### src/rtl/lsq_ooo_buffer_pkg.sv
// Shared encodings for the load/store queue: funct3 codes, memory length
// codes, defaults and the reserved "operand ready" tag.
package lsq_ooo_buffer_pkg;

  localparam int unsigned ROB_W_DEFAULT   = 4;
  localparam logic [31:0] IO_BASE_DEFAULT = 32'h0003_0000;
  localparam int unsigned TAG_READY       = 0;

  localparam logic [2:0] F3_LB  = 3'b000;
  localparam logic [2:0] F3_LH  = 3'b001;
  localparam logic [2:0] F3_LW  = 3'b010;
  localparam logic [2:0] F3_LBU = 3'b100;
  localparam logic [2:0] F3_LHU = 3'b101;

  localparam logic [1:0] LEN_B = 2'b01;
  localparam logic [1:0] LEN_H = 2'b10;
  localparam logic [1:0] LEN_W = 2'b11;

  typedef enum logic {S_IDLE, S_WAIT} mem_state_t;

  // funct3[1:0] selects the access size presented to the memory controller
  function automatic logic [1:0] len_code(input logic [1:0] size);
    case (size)
      2'b00:   return LEN_B;
      2'b01:   return LEN_H;
      default: return LEN_W;
    endcase
  endfunction

endpackage

### src/rtl/lsq_ooo_buffer_if.sv
// Issue, result-bus, commit, memory-controller and load-result signals of
// the load/store queue. slave = the queue, master = its environment.
interface lsq_ooo_buffer_if #(
  parameter int unsigned ROB_W = 4,
  parameter int unsigned XLEN  = 32
);
  logic             issue_valid;
  logic [ROB_W-1:0] issue_rob_index;
  logic             issue_is_store;
  logic [2:0]       issue_funct3;
  logic [XLEN-1:0]  issue_rs1_val;
  logic [XLEN-1:0]  issue_rs2_val;
  logic [ROB_W-1:0] issue_rs1_dep;
  logic [ROB_W-1:0] issue_rs2_dep;
  logic [XLEN-1:0]  issue_imm;
  logic             cdb0_valid;
  logic [ROB_W-1:0] cdb0_tag;
  logic [XLEN-1:0]  cdb0_data;
  logic             rob_commit_valid;
  logic [ROB_W-1:0] rob_commit_index;
  logic             mc_req;
  logic             mc_we;
  logic [1:0]       mc_len;
  logic [XLEN-1:0]  mc_addr;
  logic [XLEN-1:0]  mc_wdata;
  logic             mc_done;
  logic [XLEN-1:0]  mc_rdata;
  logic             lsq_full;
  logic             res_valid;
  logic [XLEN-1:0]  res_data;
  logic [ROB_W-1:0] res_rob_index;

  modport slave (
    input  issue_valid, issue_rob_index, issue_is_store, issue_funct3,
           issue_rs1_val, issue_rs2_val, issue_rs1_dep, issue_rs2_dep, issue_imm,
           cdb0_valid, cdb0_tag, cdb0_data, rob_commit_valid, rob_commit_index,
           mc_done, mc_rdata,
    output mc_req, mc_we, mc_len, mc_addr, mc_wdata, lsq_full,
           res_valid, res_data, res_rob_index
  );

  modport master (
    output issue_valid, issue_rob_index, issue_is_store, issue_funct3,
           issue_rs1_val, issue_rs2_val, issue_rs1_dep, issue_rs2_dep, issue_imm,
           cdb0_valid, cdb0_tag, cdb0_data, rob_commit_valid, rob_commit_index,
           mc_done, mc_rdata,
    input  mc_req, mc_we, mc_len, mc_addr, mc_wdata, lsq_full,
           res_valid, res_data, res_rob_index
  );
endinterface

### src/rtl/lsq_ooo_buffer_load_align.sv
// Load result extension: raw memory data plus funct3 -> register value.
module lsq_load_align
  import lsq_ooo_buffer_pkg::*;
#(
  parameter int unsigned XLEN = 32
) (
  input  logic [2:0]      funct3,
  input  logic [XLEN-1:0] raw,
  output logic [XLEN-1:0] data
);

  // sign/zero extend the low byte or half according to funct3
  always_comb begin
    data = raw;
    case (funct3)
      F3_LB:   data = {{(XLEN-8){raw[7]}}, raw[7:0]};
      F3_LH:   data = {{(XLEN-16){raw[15]}}, raw[15:0]};
      F3_LW:   data = raw;
      F3_LBU:  data = {{(XLEN-8){1'b0}}, raw[7:0]};
      F3_LHU:  data = {{(XLEN-16){1'b0}}, raw[15:0]};
      default: data = raw;
    endcase
  end

endmodule

### src/rtl/lsq_ooo_buffer.sv
// In-order load/store queue: circular buffer with operand snooping, commit
// tracking, speculative non-IO loads and a single-access memory FSM.
module lsq_ooo_buffer
  import lsq_ooo_buffer_pkg::*;
#(
  parameter int unsigned     DEPTH     = 16,
  parameter int unsigned     ROB_W     = ROB_W_DEFAULT,
  parameter int unsigned     XLEN      = 32,
  parameter bit              LOAD_SPEC = 1'b1,
  parameter logic [XLEN-1:0] IO_BASE   = XLEN'(IO_BASE_DEFAULT)
) (
  input logic             clk_in,
  input logic             rst_in,
  input logic             rdy_in,
  input logic             clr_in,
  lsq_ooo_buffer_if.slave bus
);

  localparam int unsigned AW = $clog2(DEPTH);
  localparam int unsigned CW = AW + 1;
  localparam logic [ROB_W-1:0] READY = ROB_W'(TAG_READY);

  logic [DEPTH-1:0] e_valid, e_commit, e_store;
  logic [2:0]       e_f3  [DEPTH];
  logic [ROB_W-1:0] e_rob [DEPTH];
  logic [ROB_W-1:0] e_d1  [DEPTH];
  logic [ROB_W-1:0] e_d2  [DEPTH];
  logic [XLEN-1:0]  e_rs1 [DEPTH];
  logic [XLEN-1:0]  e_rs2 [DEPTH];
  logic [XLEN-1:0]  e_imm [DEPTH];

  logic [AW-1:0] head, tail, idx;
  logic [CW-1:0] count, kept;
  logic [DEPTH-1:0] keep;
  mem_state_t    state;
  logic          drop, run, cmt;

  logic [XLEN-1:0]  iss_rs1, iss_rs2, h_addr, load_data;
  logic [ROB_W-1:0] iss_d1, iss_d2;
  logic issue_ok, pop, head_elig;

  assign bus.lsq_full = (count == CW'(DEPTH));
  assign issue_ok     = bus.issue_valid && !bus.lsq_full && !clr_in;
  assign pop          = (state == S_WAIT) && bus.mc_done;
  assign h_addr       = e_rs1[head] + e_imm[head];
  assign head_elig    = e_valid[head] && e_d1[head] == READY && e_d2[head] == READY &&
                        (e_commit[head] || (LOAD_SPEC && !e_store[head] && h_addr < IO_BASE));

  lsq_load_align #(.XLEN(XLEN)) u_align (
    .funct3(e_f3[head]),
    .raw   (bus.mc_rdata),
    .data  (load_data)
  );

  // issue-cycle bypass: operands produced on a result bus this cycle are captured directly
  always_comb begin
    iss_rs1 = bus.issue_rs1_val;
    iss_d1  = bus.issue_rs1_dep;
    iss_rs2 = bus.issue_rs2_val;
    iss_d2  = bus.issue_rs2_dep;
    if (iss_d1 != READY) begin
      if (bus.cdb0_valid && bus.cdb0_tag == iss_d1) begin
        iss_rs1 = bus.cdb0_data; iss_d1 = READY;
      end else if (bus.res_valid && bus.res_rob_index == iss_d1) begin
        iss_rs1 = bus.res_data; iss_d1 = READY;
      end
    end
    if (iss_d2 != READY) begin
      if (bus.cdb0_valid && bus.cdb0_tag == iss_d2) begin
        iss_rs2 = bus.cdb0_data; iss_d2 = READY;
      end else if (bus.res_valid && bus.res_rob_index == iss_d2) begin
        iss_rs2 = bus.res_data; iss_d2 = READY;
      end
    end
  end

  // flush survivor scan: the in-flight head entry plus the run of committed stores behind it;
  // keeping the in-flight entry lets its completion pop it like any other access
  always_comb begin
    keep = '0;
    kept = '0;
    run  = 1'b1;
    idx  = '0;
    cmt  = 1'b0;
    for (int unsigned i = 0; i < DEPTH; i++) begin
      idx = head + AW'(i);
      cmt = e_commit[idx] || (bus.rob_commit_valid && e_rob[idx] == bus.rob_commit_index);
      if (run && e_valid[idx] && ((i == 0 && state == S_WAIT) || (cmt && e_store[idx]))) begin
        keep[idx] = 1'b1;
        kept      = kept + CW'(1);
      end else begin
        run = 1'b0;
      end
    end
  end

  // queue state, snooping, commit marking and the memory access FSM
  always_ff @(posedge clk_in) begin
    if (rst_in) begin
      head              <= '0;
      tail              <= '0;
      count             <= '0;
      e_valid           <= '0;
      e_commit          <= '0;
      state             <= S_IDLE;
      drop              <= 1'b0;
      bus.mc_req        <= 1'b0;
      bus.mc_we         <= 1'b0;
      bus.mc_len        <= '0;
      bus.mc_addr       <= '0;
      bus.mc_wdata      <= '0;
      bus.res_valid     <= 1'b0;
      bus.res_data      <= '0;
      bus.res_rob_index <= '0;
    end else if (rdy_in) begin
      bus.res_valid <= 1'b0;

      for (int unsigned i = 0; i < DEPTH; i++) begin
        if (e_valid[AW'(i)]) begin
          if (e_d1[i] != READY) begin
            if (bus.cdb0_valid && e_d1[i] == bus.cdb0_tag) begin
              e_rs1[i] <= bus.cdb0_data; e_d1[i] <= READY;
            end else if (bus.res_valid && e_d1[i] == bus.res_rob_index) begin
              e_rs1[i] <= bus.res_data; e_d1[i] <= READY;
            end
          end
          if (e_d2[i] != READY) begin
            if (bus.cdb0_valid && e_d2[i] == bus.cdb0_tag) begin
              e_rs2[i] <= bus.cdb0_data; e_d2[i] <= READY;
            end else if (bus.res_valid && e_d2[i] == bus.res_rob_index) begin
              e_rs2[i] <= bus.res_data; e_d2[i] <= READY;
            end
          end
          if (bus.rob_commit_valid && e_rob[i] == bus.rob_commit_index)
            e_commit[AW'(i)] <= 1'b1;
        end
      end

      if (clr_in) begin
        e_valid <= keep;
        tail    <= head + kept[AW-1:0];
        count   <= kept - CW'(pop);
      end else begin
        if (issue_ok) begin
          e_valid[tail]  <= 1'b1;
          e_commit[tail] <= 1'b0;
          e_store[tail]  <= bus.issue_is_store;
          e_f3[tail]     <= bus.issue_funct3;
          e_rob[tail]    <= bus.issue_rob_index;
          e_rs1[tail]    <= iss_rs1;
          e_d1[tail]     <= iss_d1;
          e_rs2[tail]    <= iss_rs2;
          e_d2[tail]     <= iss_d2;
          e_imm[tail]    <= bus.issue_imm;
          tail           <= tail + 1'b1;
        end
        count <= count + CW'(issue_ok) - CW'(pop);
      end

      if (pop) begin
        e_valid[head] <= 1'b0;
        head          <= head + 1'b1;
      end

      case (state)
        S_IDLE: begin
          if (head_elig && !clr_in) begin
            state        <= S_WAIT;
            drop         <= 1'b0;
            bus.mc_req   <= 1'b1;
            bus.mc_we    <= e_store[head];
            bus.mc_addr  <= h_addr;
            bus.mc_wdata <= e_rs2[head];
            bus.mc_len   <= len_code(e_f3[head][1:0]);
          end
        end
        S_WAIT: begin
          if (clr_in && !e_store[head]) drop <= 1'b1;
          if (bus.mc_done) begin
            state      <= S_IDLE;
            drop       <= 1'b0;
            bus.mc_req <= 1'b0;
            bus.mc_we  <= 1'b0;
            if (!e_store[head] && !drop && !clr_in) begin
              bus.res_valid     <= 1'b1;
              bus.res_data      <= load_data;
              bus.res_rob_index <= e_rob[head];
            end
          end
        end
        default: state <= S_IDLE;
      endcase
    end
  end

endmodule

### src/flat_wrapper.sv
// flat-port wrapper written by rule: the top's interface ports become plain ports
module lsq_ooo_buffer_flat import lsq_ooo_buffer_pkg::*;
#(
  parameter int unsigned     DEPTH     = 16,
  parameter int unsigned     ROB_W     = ROB_W_DEFAULT,
  parameter int unsigned     XLEN      = 32,
  parameter bit              LOAD_SPEC = 1'b1,
  parameter logic [XLEN-1:0] IO_BASE   = XLEN'(IO_BASE_DEFAULT)
)
  (clk_in, rst_in, rdy_in, clr_in, bus_issue_valid, bus_issue_rob_index, bus_issue_is_store, bus_issue_funct3, bus_issue_rs1_val, bus_issue_rs2_val, bus_issue_rs1_dep, bus_issue_rs2_dep, bus_issue_imm, bus_cdb0_valid, bus_cdb0_tag, bus_cdb0_data, bus_rob_commit_valid, bus_rob_commit_index, bus_mc_done, bus_mc_rdata, bus_mc_req, bus_mc_we, bus_mc_len, bus_mc_addr, bus_mc_wdata, bus_lsq_full, bus_res_valid, bus_res_data, bus_res_rob_index);
  lsq_ooo_buffer_if #(.ROB_W(ROB_W), .XLEN(XLEN)) bus_i ();
  input logic clk_in;
  input logic rst_in;
  input logic rdy_in;
  input logic clr_in;
  input wire logic [$bits(bus_i.issue_valid)-1:0] bus_issue_valid;
  input wire logic [$bits(bus_i.issue_rob_index)-1:0] bus_issue_rob_index;
  input wire logic [$bits(bus_i.issue_is_store)-1:0] bus_issue_is_store;
  input wire logic [$bits(bus_i.issue_funct3)-1:0] bus_issue_funct3;
  input wire logic [$bits(bus_i.issue_rs1_val)-1:0] bus_issue_rs1_val;
  input wire logic [$bits(bus_i.issue_rs2_val)-1:0] bus_issue_rs2_val;
  input wire logic [$bits(bus_i.issue_rs1_dep)-1:0] bus_issue_rs1_dep;
  input wire logic [$bits(bus_i.issue_rs2_dep)-1:0] bus_issue_rs2_dep;
  input wire logic [$bits(bus_i.issue_imm)-1:0] bus_issue_imm;
  input wire logic [$bits(bus_i.cdb0_valid)-1:0] bus_cdb0_valid;
  input wire logic [$bits(bus_i.cdb0_tag)-1:0] bus_cdb0_tag;
  input wire logic [$bits(bus_i.cdb0_data)-1:0] bus_cdb0_data;
  input wire logic [$bits(bus_i.rob_commit_valid)-1:0] bus_rob_commit_valid;
  input wire logic [$bits(bus_i.rob_commit_index)-1:0] bus_rob_commit_index;
  input wire logic [$bits(bus_i.mc_done)-1:0] bus_mc_done;
  input wire logic [$bits(bus_i.mc_rdata)-1:0] bus_mc_rdata;
  output wire logic [$bits(bus_i.mc_req)-1:0] bus_mc_req;
  output wire logic [$bits(bus_i.mc_we)-1:0] bus_mc_we;
  output wire logic [$bits(bus_i.mc_len)-1:0] bus_mc_len;
  output wire logic [$bits(bus_i.mc_addr)-1:0] bus_mc_addr;
  output wire logic [$bits(bus_i.mc_wdata)-1:0] bus_mc_wdata;
  output wire logic [$bits(bus_i.lsq_full)-1:0] bus_lsq_full;
  output wire logic [$bits(bus_i.res_valid)-1:0] bus_res_valid;
  output wire logic [$bits(bus_i.res_data)-1:0] bus_res_data;
  output wire logic [$bits(bus_i.res_rob_index)-1:0] bus_res_rob_index;
  assign bus_i.issue_valid = bus_issue_valid;
  assign bus_i.issue_rob_index = bus_issue_rob_index;
  assign bus_i.issue_is_store = bus_issue_is_store;
  assign bus_i.issue_funct3 = bus_issue_funct3;
  assign bus_i.issue_rs1_val = bus_issue_rs1_val;
  assign bus_i.issue_rs2_val = bus_issue_rs2_val;
  assign bus_i.issue_rs1_dep = bus_issue_rs1_dep;
  assign bus_i.issue_rs2_dep = bus_issue_rs2_dep;
  assign bus_i.issue_imm = bus_issue_imm;
  assign bus_i.cdb0_valid = bus_cdb0_valid;
  assign bus_i.cdb0_tag = bus_cdb0_tag;
  assign bus_i.cdb0_data = bus_cdb0_data;
  assign bus_i.rob_commit_valid = bus_rob_commit_valid;
  assign bus_i.rob_commit_index = bus_rob_commit_index;
  assign bus_i.mc_done = bus_mc_done;
  assign bus_i.mc_rdata = bus_mc_rdata;
  assign bus_mc_req = bus_i.mc_req;
  assign bus_mc_we = bus_i.mc_we;
  assign bus_mc_len = bus_i.mc_len;
  assign bus_mc_addr = bus_i.mc_addr;
  assign bus_mc_wdata = bus_i.mc_wdata;
  assign bus_lsq_full = bus_i.lsq_full;
  assign bus_res_valid = bus_i.res_valid;
  assign bus_res_data = bus_i.res_data;
  assign bus_res_rob_index = bus_i.res_rob_index;
  lsq_ooo_buffer #(.DEPTH(DEPTH), .ROB_W(ROB_W), .XLEN(XLEN), .LOAD_SPEC(LOAD_SPEC), .IO_BASE(IO_BASE)) u_core (.clk_in(clk_in), .rst_in(rst_in), .rdy_in(rdy_in), .clr_in(clr_in), .bus(bus_i));
endmodule
### config.mk
export PLATFORM = sky130hd
export DESIGN_NAME = lsq_ooo_buffer_flat
export DESIGN_NICKNAME = d
export VERILOG_FILES = /design/src/rtl/lsq_ooo_buffer_pkg.sv /design/src/rtl/lsq_ooo_buffer_if.sv /design/src/rtl/lsq_ooo_buffer_load_align.sv /design/src/rtl/lsq_ooo_buffer.sv /design/src/flat_wrapper.sv
export SDC_FILE = /design/constraint.sdc
export NUM_CORES = 2
export LEC_CHECK = 0
export ABC_AREA = 1
export BUFFER_PORTS_ARGS = -buffer_cell sky130_fd_sc_hd__buf_2
export CAP_MARGIN = 20
export CELL_PAD_IN_SITES_DETAIL_PLACEMENT = 1
export CELL_PAD_IN_SITES_GLOBAL_PLACEMENT = 2
export CORE_MARGIN = 5
export CORE_UTILIZATION = 40
export DETAILED_ROUTE_END_ITERATION = 12
export PLACE_DENSITY_LB_ADDON = 0.05
export SLEW_MARGIN = 20
export SYNTH_ARGS = -nofsm -noshare
export SYNTH_HDL_FRONTEND = slang
export SYNTH_HIERARCHICAL = 1
export SYNTH_SLANG_ARGS = --single-unit
### constraint.sdc
create_clock -name clk_in -period 18 [get_ports clk_in]
set_input_delay 3.6 -clock clk_in [delete_from_list [all_inputs] [get_ports clk_in]]
set_output_delay 3.6 -clock clk_in [all_outputs]
set_load 0.02 [all_outputs]
# == Word-level counts from Yosys, hierarchy flattened ==
# Memories as Yosys holds them, arrays and structs flattened. A register that Yosys moved wholly into a read port is not among the register bits.
# Cells that the tools add are included.
# word_totals
word_cells,1309
memories,7
rom_bits,0
out_inout_bits,106
mem_bits_rw,1776
latchBits,0
register_bits,136
# op_classes
multipliers,0
eq_ne,108
magnitude_cmp,35
shifts,0
addsub,36
mux,778
div,0
n_reduce_logical,243
n_bitwise,87
# mem_list
name,words,word_bits,rd,rd_ports_with_merged_regs,wr,line,source
u_core.e_imm,16,32,1,1,1,lsq_ooo_buffer.sv:30,logic [XLEN-1:0] e_imm [DEPTH];
u_core.e_rs1,16,32,1,1,17,lsq_ooo_buffer.sv:28,logic [XLEN-1:0] e_rs1 [DEPTH];
u_core.e_rs2,16,32,1,1,17,lsq_ooo_buffer.sv:29,logic [XLEN-1:0] e_rs2 [DEPTH];
u_core.e_d1,16,4,17,1,17,lsq_ooo_buffer.sv:26,logic [ROB_W-1:0] e_d1 [DEPTH];
u_core.e_d2,16,4,17,1,17,lsq_ooo_buffer.sv:27,logic [ROB_W-1:0] e_d2 [DEPTH];
u_core.e_rob,16,4,32,1,1,lsq_ooo_buffer.sv:25,logic [ROB_W-1:0] e_rob [DEPTH];
1 more memories,--,--,--,--,--,--,
# ops
cell,n
2-to-1 mux 32 bit,38
2-to-1 mux 1 bit,577
== test 4 bit,100
2-to-1 mux 16 bit,23
bitwise OR 16 bit,16
2-to-1 mux 4 bit,52
binary-select mux 1 bit (select 4 bit),48
logical AND 1 bit,175
nonzero test 4 bit,34
one-hot mux 32 bit (4 select lines),1
less-than comparator 4 x 5 -> 1 bit (second input constant),17
2-to-1 mux 5 bit,16
adder 5 x 1 -> 5 bit (second input constant),14
demux 1 bit (select 4 bit),17
greater-or-equal comparator 4 x 1 -> 1 bit (second input constant),17
bitwise OR 1 bit,64
adder 32 bit,1
adder 4 bit (second input constant),8
bitwise AND 16 bit,2
less-than comparator 32 x 18 -> 1 bit (second input constant),1
inverter 16 bit,2
logical OR 1 bit,18
adder 4 x 3 -> 4 bit (second input constant),4
bitwise mux 16 bit,1
24 further kinds,41

# == Depth between registers and ports, before layout ==
# depth
ltp_word,57
ltp_mapped,84

# == Modules after synthesis ==
# The synthesis kept the hierarchy.
# by_module_without_submodules
module,area_per_inst_um2,cells_per_inst,instances,seq_area_each_um2
lsq_ooo_buffer,111858.5,12957,1,56934.6
lsq_load_align,389.1,70,1,0.0

# == Worst setup path after synthesis ==
# Ideal clock, no wire load.
# synth_timing
path_type,input to register
startpoint,input bus_rob_commit_index[1]
endpoint,register u_core.tail[3]
path_buffers,4
cell_stages,66
setup_time_ns,0.070
setup_slack_ns,4.924
t_required_ns,17.930
arrival_time_ns,13.006
cell_sequence,inv_1 > buf_4 > clkbuf_1 > clkbuf_1 > nor2_1 > a221oi_1 > o2111ai_1 > a221oi_1 > clkbuf_1 > ha_1 > nand2_1 > inv_1 > nand3_1 > a21oi_2 > nand2_1 > nand2_1 > inv_1 > ha_1 > (+30 left out) > nand2_1 > clkinv_1 > nand2_1 > nand2_1 > a21oi_1 > ha_1 > nand2_1 > nand3b_1 > nand2_2 > inv_1 > ha_1 > a21oi_1 > nand2_1 > xor2_1 > inv_1 > a21oi_1 > o21ai_1 > a21oi_1
# synth_via
elab_chain_len,54
word_cells_on_any_way,144
cone_classes,16 x add/sub; 16 x eq/ne; 32 x mux; 80 x reduce/logical
# synth_rtl
item,line,source
"start, declared",flat_wrapper.sv:29,input wire logic [$bits(bus_i.rob_commit_index)-1:0] bus_rob_commit_index;
branches (longest 51 deep; another with adder 5 x 1 -> 5 bit),--,
2-to-1 mux 5 bit (*),lsq_ooo_buffer.sv:88,if (run && e_valid[idx] && ((i == 0 && state == S_WAIT) || (cmt && e_store[idx]))) begin
adder 4 bit (*),lsq_ooo_buffer.sv:141,tail <= head + kept[AW-1:0];
2-to-1 mux 4 bit (*),lsq_ooo_buffer.sv:139,if (clr_in) begin
"end signal, assigned",lsq_ooo_buffer.sv:141,
"end signal, assigned",lsq_ooo_buffer.sv:155,tail <= tail + 1'b1;
"end, declared",lsq_ooo_buffer.sv:32,"logic [AW-1:0] head, tail, idx;"
# Every way passes the cells marked *.
# A chain may end at the register's enable or synchronous reset.

# == Worst setup path in the final report ==
# Same ends and word-level chain as after synthesis.

==> results.py <==
metrics = {
    "run_status": {
        "status": "finished clean",
    },
    "drt": {
        "routed_wirelength_um": 603000,
        "drt_iter0_drc": 13700,
        "avgViaCountPerCell": 6.77,
        "drcViolationCount": 0,
        "wl_per_cell_um": 36.7,
        "vias": 112000,
        "final_antenna_net_count": 0,
        "firstDrtPassIters": 7,
    },
    "final_layout": {
        "syn2layout_area_growth_pct": 9.88,
        "finalNetCount": 12800,
        "drive_above_1_share_pct": 9.17,
        "regArea_um2": 57000,
        "multi_input_area_um2": 48300,
        "fill_cells": 32000,
    },
    "placement": {
        "dp_hpwl_um": 367000,
        "port_buffers": 297,
        "gp_congestion": 0.947,
    },
    "power": {
        "peakVddDrop_mv": 0.0811,
        "cellLeakagePower_nw": 44.4,
        "p_per_area_nw_per_um2": 82.3,
    },
    "worst_setup_path": {
        "slowest_stage": "a221oi_1",
        "crit_fanout": 22,
        "r2r_end": "u_core/tail[3]",
        "r2r-start": "u_core/head[0]",
        "startpoint_type": "primary input",
        "max_stage_delay_ns": 0.85,
        "cp.required_ns": 18.83,
        "worst_setup_path_end_kind": "flop",
        "reg2reg_depth": 71,
        "arrival_ns": 15.09,
        "crit_top_cell": "nand2_1",
        "r2r_slack_ns": 4.06,
        "worstSetupPathType": "in2reg",
    },
    "timing": {
        "setup_violations": 0,
        "hold_viol": 0,
        "setup_tns_ns": 0,
        "fmax_ghz": 0.0701,
        "tightest_slew_ns": 1.27,
        "rsz0062_at_grt": "no",
        "slew_viol_final": 0,
        "max-slew-margin-rel_pct": 15.3,
        "fin_crit_sh_pct": 79.2,
        "hold_ws_ns": 0.453,
        "skew_ns": 0.0840,
        "fin_crit_ns": 14.26,
    },
    "logic_synthesis": {
        "synth_ff_type": "edfxtp_1",
        "synth_compound_area_share_pct": 25.8,
        "synth_edf_count": 1792,
        "synthArstFlopShare_pct": 0,
        "synthXorXnorAreaFrac_pct": 1.50,
        "synth_top_cell_by_area": "edfxtp_1",
        "synthSimpleGateAreaFrac_pct": 14.4,
        "syn_avg_cell_area_um2": 8.62,
        "synth_top_family_by_area": "compound AO/OA/AOI/OAI gates",
        "synth-seq-area-share_pct": 50.7,
        "yosys_warnings": 6,
        "syn-cell-area_um2": 112000,
        "synth_fa_ha_area_share_pct": 0.834,
        "synth_fp_nets": 13300,
        "netlist.area_leader.share_pct": 47.9,
        "syn-instance-count": 13000,
        "yosysUniqueCellTypes": 67,
        "muxShareOfSynthArea_pct": 0.125,
        "ys_top_cells_by_area": "edfxtp_1 48%, o21ai_0 11%, nand2_1 6.1%, o211ai_1 4.7%, a21oi_1 4.4%",
        "ys_ff_latch": 1948,
    },
    "cts": {
        "cts.sinks": 1948,
        "clk_root_buffer_cell": "clkbuf_16",
        "holdBufCountCts": 0,
        "post-cts-setup-buffer-count": 0,
        "cts_tree": "done",
        "clockBufferDepth": 4,
        "clkTransAtPathRegs_ns": 0.06,
        "htreeDepth": 4,
        "clock_latency_ns": 0.97,
        "cts_resized": 0,
        "numCtsBuffers": 228,
    },
    "floorplan": {
        "ios": 298,
        "placeableCoreArea_um2": 279000,
        "die-area_um2": 291000,
        "die_h_um": 540,
        "start_util_pct": 40.2,
        "rows": 194,
        "die_x_um": 540,
    },
    "grt": {
        "grt_pass1_wl_um": 834000,
        "grt_usage_pct": 39.5,
        "grt_start_max_net_pins": 196,
        "grt_overflow": 0,
        "grt_pass1_vias": 109000,
        "antenna_found_initial": 53,
    },
    "min_path": {
        "hp-start": "u_core/drop",
        "hold_end": "u_core/drop",
        "holdPathStages": 2,
        "hold_path.class": "reg2reg",
    },
    "flow_run": {
        "drv_cap": 0,
    },
}
[where the power goes]
| part | total [mW] | internal (mW) | switching (mW) | leakage [nW] |
|---|---|---|---|---|
| logic | 0.579 | 0.154 | 0.424 | 23.2 |
| registers | 4.95 | 4.95 | 0.00786 | 17.7 |
| clock network | 4.62 | 2.61 | 2.01 | 3.51 |
| total | 10.2 | 7.71 | 2.44 | 44.4 |
[per-stage QoR]
step | power (mW) | std cells | utilization [%] | setup slack [ns] | instance area [um^2]
3_5_place_dp | 5.61 | 16000 | 41.5 | 2.87 | 116000
5_1_grt | 10.4 | 16400 | 44.1 | 2.91 | 123000
2_1_floorplan | 5.38 | 13000 | - | 4.92 | 112000
4_1_cts | 10.2 | 16400 | 44.1 | 3.75 | 123000
6_report | 10.2 | 16500 | 44.1 | 3.74 | 123000
3_3_place_gp | 5.59 | 16000 | 41.5 | 2.85 | 116000
[kinds of logic after synthesis]
group | after synthesis
AO/OA/AOI/OAI | 4949
buffers and inverters | 1898
XOR/XNOR | 190
flip-flops | 1948
multiplexers | 14
adder cells (fa/ha/maj) | 73
AND/OR/NAND/NOR | 3955
[worst max-delay path, delay by kind of cell]
kind                     cells  cell delay [ns]
AND/OR/NAND/NOR             36             4.14
adder cells (fa/ha/maj)     13             3.69
buffers and inverters       11             1.62
XOR/XNOR                     1             0.13
AO/OA/AOI/OAI                8             1.92
[state kept, by name, summed over array words and instances, names as in the netlist, 48 cells and up, named ones only]
name and cells:
u_core/e_f3 48, u_core/e_rs1 512, u_core/e_rob 64, u_core/e_d2 64, u_core/e_imm 512, u_core/e_d1 64
u_core/e_rs2 512
[cell type report]
class | instances | share of cell area [%]
clock buffer | 324 | 5.11
inverter | 546 | 1.75
clock inverter | 98 | 0.740
timing repair buffer | 617 | 3.24
antenna | 25 | 0.0507
tap | 3724 | 3.78
sequential | 1948 | 46.2
multi-input combinational | 9181 | 39.2
[metal layers]
layer | up-vias | share of wire, % | track usage [%]
met4 | 28 | 7.1 | 23.6
met2 | 6777 | 44 | 61.4
met3 | 1823 | 10 | 8.58
met5 | - | 0.031 | 0
met1 | 56600 | 39 | 50.9
li1 | 46200 | - | -
[cell usage after synthesis (all sizes together) (28+ instances only)]
master / n
a21oi: 999
clkbuf: 1176
nor3: 50
inv: 520
buf: 176
nand2: 1865
or2: 30
xor2: 108
edfxtp: 1792
o21ai: 2481
nor4: 34
xnor2: 82
dfxtp: 156
a31oi: 30
ha: 70
a221oi: 90
o21a: 28
nor2: 1326
nand3: 605
nand4: 38
o221ai: 297
o2111ai: 40
o211ai: 709
o22ai: 156
[worst max-delay path by stage]
stage,start,end,cells past startpoint
2_1_floorplan,bus_rob_commit_index[1],u_core/tail[3],66
3_3_place_gp,bus_rob_commit_index[1],u_core/tail[3],69
3_5_place_dp,bus_rob_commit_index[1],u_core/tail[3],69
4_1_cts,bus_rob_commit_index[1],u_core/tail[3],68
5_1_grt,bus_rob_commit_index[1],u_core/tail[3],68
6_report,bus_rob_commit_index[1],u_core/tail[3],69
[cell usage in the layout (no fill, tap or decap), drive strengths merged, types with 38 or more instances in the layout]
cell type	instances
a21oi	999
a221oi	90
buf	617
clkbuf	324
clkinv	104
dfxtp	156
edfxtp	1792
ha	70
inv	523
nand2	1865
nand3	605
nand4	38
nor2	1326
nor3	50
o2111ai	40
o211ai	709
o21ai	2481
o221ai	297
o22ai	156
xnor2	82
xor2	108
No activity file was read; power rests on OpenSTA's default activity.
